<file path="config.mk">
export PLATFORM = sky130hd
export DESIGN_NAME = rs232_tx
export DESIGN_NICKNAME = d
export VERILOG_FILES = /design/src/rtl/rs232_tx.sv
export SDC_FILE = /design/constraint.sdc
export NUM_CORES = 1
export LEC_CHECK = 0
export ABC_CLOCK_PERIOD_IN_PS = 3400
export BUFFER_PORTS_ARGS = -buffer_cell sky130_fd_sc_hd__buf_4
export CAP_MARGIN = 40
export CORE_ASPECT_RATIO = 1.4
export CORE_MARGIN = 2
export CORE_UTILIZATION = 58
export CTS_BUF_LIST = sky130_fd_sc_hd__clkbuf_16
export DETAILED_ROUTE_END_ITERATION = 6
export PLACE_DENSITY = 0.78
export SLEW_MARGIN = 10
export SYNTH_ARGS = -nofsm -noshare
export SYNTH_HDL_FRONTEND = slang
export SYNTH_SLANG_ARGS = --single-unit
</file>
<file path="constraint.sdc">
create_clock -name avm_clk -period 3.4 [get_ports avm_clk]
set_input_delay 0.17 -clock avm_clk [delete_from_list [all_inputs] [get_ports avm_clk]]
set_output_delay 0.17 -clock avm_clk [all_outputs]
set_load 0.03 [all_outputs]
</file>
<file path="src/rtl/rs232_tx.sv">
// rs232_tx: Avalon-MM master that drains a byte FIFO into the RS232 UART TX
// data register. It polls the UART status register (bit 6 = TX ready) before
// every byte, counts payload bytes per frame and pulses tx_done after the
// last byte of each frame.
//
// Optional feature: define RS232_TX_HEADER_EN to prefix every frame with a
// 0xA5 header byte. The header does not pop the FIFO and is not counted.
//
// Ports:
//   avm_clk, avm_rst      clock, asynchronous active-low reset
//   avm_address           UART register byte address (TX=4, STATUS=8)
//   avm_read/avm_write    Avalon requests (registered, never both high)
//   avm_readdata          status read data, bit 6 = TX ready
//   avm_writedata         {24'b0, byte}
//   avm_waitrequest       slave stall; the request is held while high
//   in_data/in_valid      producer byte stream
//   in_ready              FIFO not full (combinational from fifo_level)
//   fifo_level            current FIFO occupancy
//   tx_done               one-cycle pulse after the last byte of a frame
module rs232_tx #(
    parameter int unsigned FIFO_DEPTH  = 16,
    parameter int unsigned FRAME_BYTES = 150000
) (
    input  logic                          avm_clk,
    input  logic                          avm_rst,
    output logic [4:0]                    avm_address,
    output logic                          avm_read,
    input  logic [31:0]                   avm_readdata,
    output logic                          avm_write,
    output logic [31:0]                   avm_writedata,
    input  logic                          avm_waitrequest,
    input  logic [7:0]                    in_data,
    input  logic                          in_valid,
    output logic                          in_ready,
    output logic [$clog2(FIFO_DEPTH):0]   fifo_level,
    output logic                          tx_done
);

    localparam int unsigned AW = $clog2(FIFO_DEPTH);
    localparam int unsigned LW = AW + 1;
    localparam int unsigned CW = $clog2(FRAME_BYTES + 1);

    localparam logic [4:0]    ADDR_TX     = 5'd4;
    localparam logic [4:0]    ADDR_STATUS = 5'd8;
    localparam logic [LW-1:0] FULL_LEVEL  = LW'(FIFO_DEPTH);
    localparam logic [CW-1:0] LAST_CNT    = CW'(FRAME_BYTES - 1);

    typedef enum logic [1:0] {
        S_IDLE,
        S_POLL,
        S_WRITE
    } state_t;

    state_t          state_q;
    logic [7:0]      mem_q [FIFO_DEPTH];
    logic [AW-1:0]   rd_ptr_q;
    logic [AW-1:0]   wr_ptr_q;
    logic [LW-1:0]   level_q;
    logic [LW-1:0]   level_d;
    logic [CW-1:0]   cnt_q;
    logic            push;
    logic            pop;
    logic            wr_accept;
`ifdef RS232_TX_HEADER_EN
    logic            hdr_sent_q;
    logic            hdr_wr_q;
`endif

    // Only the TX-ready bit of the status word is used.
    logic unused_readdata;
    assign unused_readdata = ^{avm_readdata[31:7], avm_readdata[5:0]};

    assign in_ready   = (level_q != FULL_LEVEL);
    assign fifo_level = level_q;

    // FIFO push/pop qualification and next occupancy.
    always_comb begin
        wr_accept = avm_write && !avm_waitrequest;
        push      = in_valid && in_ready;
`ifdef RS232_TX_HEADER_EN
        pop       = wr_accept && !hdr_wr_q;
`else
        pop       = wr_accept;
`endif
        level_d   = level_q;
        if (push && !pop) begin
            level_d = level_q + LW'(1);
        end else if (!push && pop) begin
            level_d = level_q - LW'(1);
        end
    end

    // FIFO storage; contents are meaningless after reset, so no reset here.
    always_ff @(posedge avm_clk) begin
        if (push) begin
            mem_q[wr_ptr_q] <= in_data;
        end
    end

    // Control FSM, FIFO pointers, frame counter and registered outputs.
    always_ff @(posedge avm_clk or negedge avm_rst) begin
        if (!avm_rst) begin
            state_q       <= S_IDLE;
            rd_ptr_q      <= '0;
            wr_ptr_q      <= '0;
            level_q       <= '0;
            cnt_q         <= '0;
            avm_read      <= 1'b0;
            avm_write     <= 1'b0;
            avm_address   <= ADDR_STATUS;
            avm_writedata <= '0;
            tx_done       <= 1'b0;
`ifdef RS232_TX_HEADER_EN
            hdr_sent_q    <= 1'b0;
            hdr_wr_q      <= 1'b0;
`endif
        end else begin
            tx_done <= 1'b0;
            level_q <= level_d;
            if (push) begin
                wr_ptr_q <= wr_ptr_q + AW'(1);
            end
            if (pop) begin
                rd_ptr_q <= rd_ptr_q + AW'(1);
            end

            case (state_q)
                S_IDLE: begin
                    if (level_q != '0) begin
                        avm_read    <= 1'b1;
                        avm_address <= ADDR_STATUS;
                        state_q     <= S_POLL;
                    end
                end
                S_POLL: begin
                    // A not-ready status simply leaves the read asserted,
                    // which re-issues the poll on the next cycle.
                    if (!avm_waitrequest && avm_readdata[6]) begin
                        avm_read    <= 1'b0;
                        avm_write   <= 1'b1;
                        avm_address <= ADDR_TX;
                        state_q     <= S_WRITE;
`ifdef RS232_TX_HEADER_EN
                        if ((cnt_q == '0) && !hdr_sent_q) begin
                            avm_writedata <= {24'h0, 8'hA5};
                            hdr_wr_q      <= 1'b1;
                        end else begin
                            avm_writedata <= {24'h0, mem_q[rd_ptr_q]};
                        end
`else
                        avm_writedata <= {24'h0, mem_q[rd_ptr_q]};
`endif
                    end
                end
                S_WRITE: begin
                    if (!avm_waitrequest) begin
                        avm_write <= 1'b0;
`ifdef RS232_TX_HEADER_EN
                        if (hdr_wr_q) begin
                            hdr_wr_q   <= 1'b0;
                            hdr_sent_q <= 1'b1;
                        end else if (cnt_q == LAST_CNT) begin
                            cnt_q      <= '0;
                            tx_done    <= 1'b1;
                            hdr_sent_q <= 1'b0;
                        end else begin
                            cnt_q <= cnt_q + CW'(1);
                        end
`else
                        if (cnt_q == LAST_CNT) begin
                            cnt_q   <= '0;
                            tx_done <= 1'b1;
                        end else begin
                            cnt_q <= cnt_q + CW'(1);
                        end
`endif
                        avm_address <= ADDR_STATUS;
                        if (level_d != '0) begin
                            avm_read <= 1'b1;
                            state_q  <= S_POLL;
                        end else begin
                            state_q  <= S_IDLE;
                        end
                    end
                end
                default: begin
                    state_q <= S_IDLE;
                end
            endcase
        end
    end

endmodule

</file>
==> results summary <==
The tightest min-delay check is of the input pin to flip-flop type. In this run, CTS created clock tree buffers numbering 17. For this run, the leading register cell type out of synthesis is sky130_fd_sc_hd__edfxtp_1. The worst path arrival time came out at 3.12 ns. The sequential-to-total area share from yosys stat came out at 68.3%. The relative slew slack is 54.7%. The net switching share of the total power is 31.0%. The die covers 0.0135 mm². The required time of the critical path is 3.73 ns. The antenna diode count is 0. The first global-routing pass estimated 21400 µm of wire. The placeable core area came out at 0.0123 mm². The smallest hold slack is 0.0349 ns. The final critical path time including I/O delays and setup came out at 2.80 ns. Of all cell types, the one taking the most synthesized area is sky130_fd_sc_hd__edfxtp_1. The most common cell in the synthesized netlist is sky130_fd_sc_hd__edfxtp_1.

The number of buffer and inverter stages on the critical path is 1. The floorplan has 48 rows. The number of standard cells after synthesis is 429. The part of the cycle the worst path needs came out at 82.3%. The part of the power in registers is 43.6%. For this design the top-level I/O count stands at 90. The worst setup path is launched from a flip-flop. Setup repair after global routing left no endpoint under its margin. Combinational cells account for 28.3% of the total power. The signal on the critical path passes through inv_1 -> ha_1 -> or3b_1 -> mux2_2 -> a211oi_2 -> or3b_1 -> or4_1 -> o211ai_1.

Along the worst path, the maximum fanout reaches 6. The detailed-route wire length per cell came out at 21.1 µm. The via count of the routed design came out at 3681. The detail-routed via count per cell is 5.86. The number of logic stages on the critical path including buffering came out at 8. The total number of yosys warnings is 0. The wire length reported by the detailed router is 13300 µm. The setup TNS is 0 ns. The total count of max-transition violations in the final report is 0. In this run, the number of DRC markers left after iteration 0 of detailed routing was 245. The final-stage net count is 517. The count of different cell masters after synthesis is 45. The clock insertion delay at the later pin of the skew report is 0.42 ns.

The clock tree from TritonCTS is done. The maximum number of buffers from clock root to sink is 2. The number of antenna violations at the first check in global routing is 0. The final cell utilization of the core is 66.5%. The register bit count reported by yosys is 174. The critical path is of the flip-flop to flip-flop type. Once the floorplan was initialized, standard cells occupied 59.4% of the core.

The congestion estimate from routability-driven global placement came to 0.832. At the pin with the least slew margin, the transition time is 0.679 ns. The fraction of synthesis flops using an asynchronous set or reset pin came out at 26.4%.

The remaining global-route overflow came out at 0. On the critical path, the stage with the largest delay is an instance of sky130_fd_sc_hd__or4_1. Once detail routing completed, the nets flagged for antenna violations numbered 0. The capturing element type of the critical path is a flip-flop.

The number of remaining DRC errors is 0. The number of gates resized after CTS came out at 0. On the critical path the largest part of the delay comes from simple AND/OR/NAND/NOR gates. The number of synthesized flops with an enable pin came out at 128. The logic depth of the worst register-to-register path is 8. In this run the vertical extent of the chip is 137 µm. The buffer cell driving the clock tree root is sky130_fd_sc_hd__clkbuf_16. For met1 alone, demand over resource in global routing was 26.3%. The proportion of power drawn by the clock network is 28.0%. The ratio of cells with drive above 1 in the final layout came out at 25.5%. The mean area per synthesized cell came out at 17.1 µm². The cell area power density is 816 mW/mm². The detailed-routing iteration count for the pre-antenna-repair pass came out at 4.

The via count of the first global-routing pass came out at 3956. The static leakage came out at 2.98 nW. The total number of clock tree sinks came out at 174. In the global route stage, met2 resource usage came out at 37.5%. The cell area after synthesis is 0.00732 mm². Setup violations remaining at the end of the flow were counted as 0. The post-placement worst setup slack is 0.620 ns. Ranked by instance count, the synthesized netlist is headed by sky130_fd_sc_hd__edfxtp_1 (128), sky130_fd_sc_hd__dfrtp_1 (45), sky130_fd_sc_hd__mux4_2 (40).

The global-route usage over all layers is 21.4%. The met3 global-route usage came out at 4.55%. Counting instances, the worst hold path has a depth of 2.

The flow ran to the end, and the final reports show no timing, DRC or antenna violations. Relative to the synthesized area, the layout overhead comes to 11.9%. The HPWL reported at the end of detailed placement came out at 8590 µm.

By area the synthesized netlist is led by sky130_fd_sc_hd__edfxtp_1 (53%), sky130_fd_sc_hd__dfrtp_1 (15%), sky130_fd_sc_hd__mux4_2 (12%). The level count of the clock H-tree is 4. In the post-route analysis, the smallest setup slack over all paths is 0.603 ns. The tool flagged a number of max-cap violations equal to 0. The worst stage delay on the critical path came out at 0.48 ns. The chip width is 98.9 µm.

The post-route clock skew is 0.00767 ns. The CTS clock-pin slew for the worst setup and hold paths came out at 0.07 ns. The largest net degree at the start of global routing is 47. The area fraction of the dominant cell type after synthesis came out at 52.5%. During placement, the flow inserted port buffers numbering 31.

The maximum clock rate came out at 357 MHz. The worst ir drop on vdd came out at 0.451 mV. The layer flagged by global routing as most heavily used is met2. Cell internal power was estimated by the tool at 4.61 mW. The most numerous cell type found on the critical path is sky130_fd_sc_hd__or3b_1.

The switching component of the power came out at 2.07 mW. The number of failing hold endpoints at the final stage came to 0.
==> power groups by stage <==
stage	Sequential, mW	Combinational [mW]	Clock (mW)
CTS	2.92	1.91	1.89
global route	2.96	2.04	1.97
floorplan	2.99	1.28	0
global placement	2.93	1.83	0
detailed placement	2.96	1.89	0
finish	2.92	1.89	1.87
==> area by class of cell <==
class,instances,area [µm²]
repair buffers,35,278
clock inverters,15,149
inverters,9,33.8
well taps,150,188
clock buffers,17,425
flip-flops and latches,174,5000
fillers,799,4130
multi-input cells,228,2110
==> registers in the layout, indices dropped and copies added (netlist names) <==
register	count
mem_q	128
cnt_q	18
avm_read	1
avm_address	2
wr_ptr_q	4
avm_write	1
rd_ptr_q	4
state_q	2
tx_done	1
fifo_level	5
avm_writedata	8
==> logic make-up after synthesis <==
logic type	share of synthesized area, %
flip-flops	68.3
AND/OR/NAND/NOR	7.44
multiplexers	14.3
buffers and inverters	4.24
XOR/XNOR	2.75
AO/OA/AOI/OAI	1.59
adder cells (fa/ha/maj)	1.37
other	0.0513
==> cell usage in the layout (no fill, tap or decap), types with 9 or more instances in the layout <==
master                      count
sky130_fd_sc_hd__edfxtp_1     128
sky130_fd_sc_hd__dfrtp_1       44
sky130_fd_sc_hd__mux4_2        40
sky130_fd_sc_hd__buf_4         33
sky130_fd_sc_hd__conb_1        27
sky130_fd_sc_hd__nand2_1       24
sky130_fd_sc_hd__clkbuf_16     17
sky130_fd_sc_hd__nor2_1        15
sky130_fd_sc_hd__xnor2_1       14
sky130_fd_sc_hd__and2_1        13
sky130_fd_sc_hd__inv_1         10
sky130_fd_sc_hd__mux2_2        10
sky130_fd_sc_hd__xor2_1         9
==> what timing repair did <==
item,4_1_cts,5_1_grt
hold buffers,1,0
hold endpoints to repair,45,0
buffers inserted,0,0
==> metrics by stage <==
step | cell area (µm²) | power, mW | instances
finish | 8180 | 6.68 | 628
global route | 8180 | 6.97 | 628
CTS | 8180 | 6.73 | 628
detailed placement | 7600 | 4.85 | 595
global placement | 7600 | 4.76 | 595
floorplan | 7410 | 4.28 | 455
==> path summary, 6_finish.rpt <==
check                                 end       startpoint  slack, ns
setup / recovery                 avm_read    fifo_level[1]       0.60
hold / removal                 state_q[1]  avm_waitrequest       0.03
setup reg to reg                 avm_read    fifo_level[1]       0.60
hold reg to reg            avm_address[3]   avm_address[3]       0.46
max in group asynchronous     rd_ptr_q[0]          avm_rst       2.67
min in group asynchronous        avm_read          avm_rst       0.29
==> per-layer routing <==
metal	vias to the layer above	share of wire (%)	routed length, µm
met5	-	0	0
met4	0	1.6	213
met3	15	2.9	378
met2	78	56	7450
met1	1937	39	5220
li1	1651	-	-
Note: power is estimated with default switching activity, not from simulation.
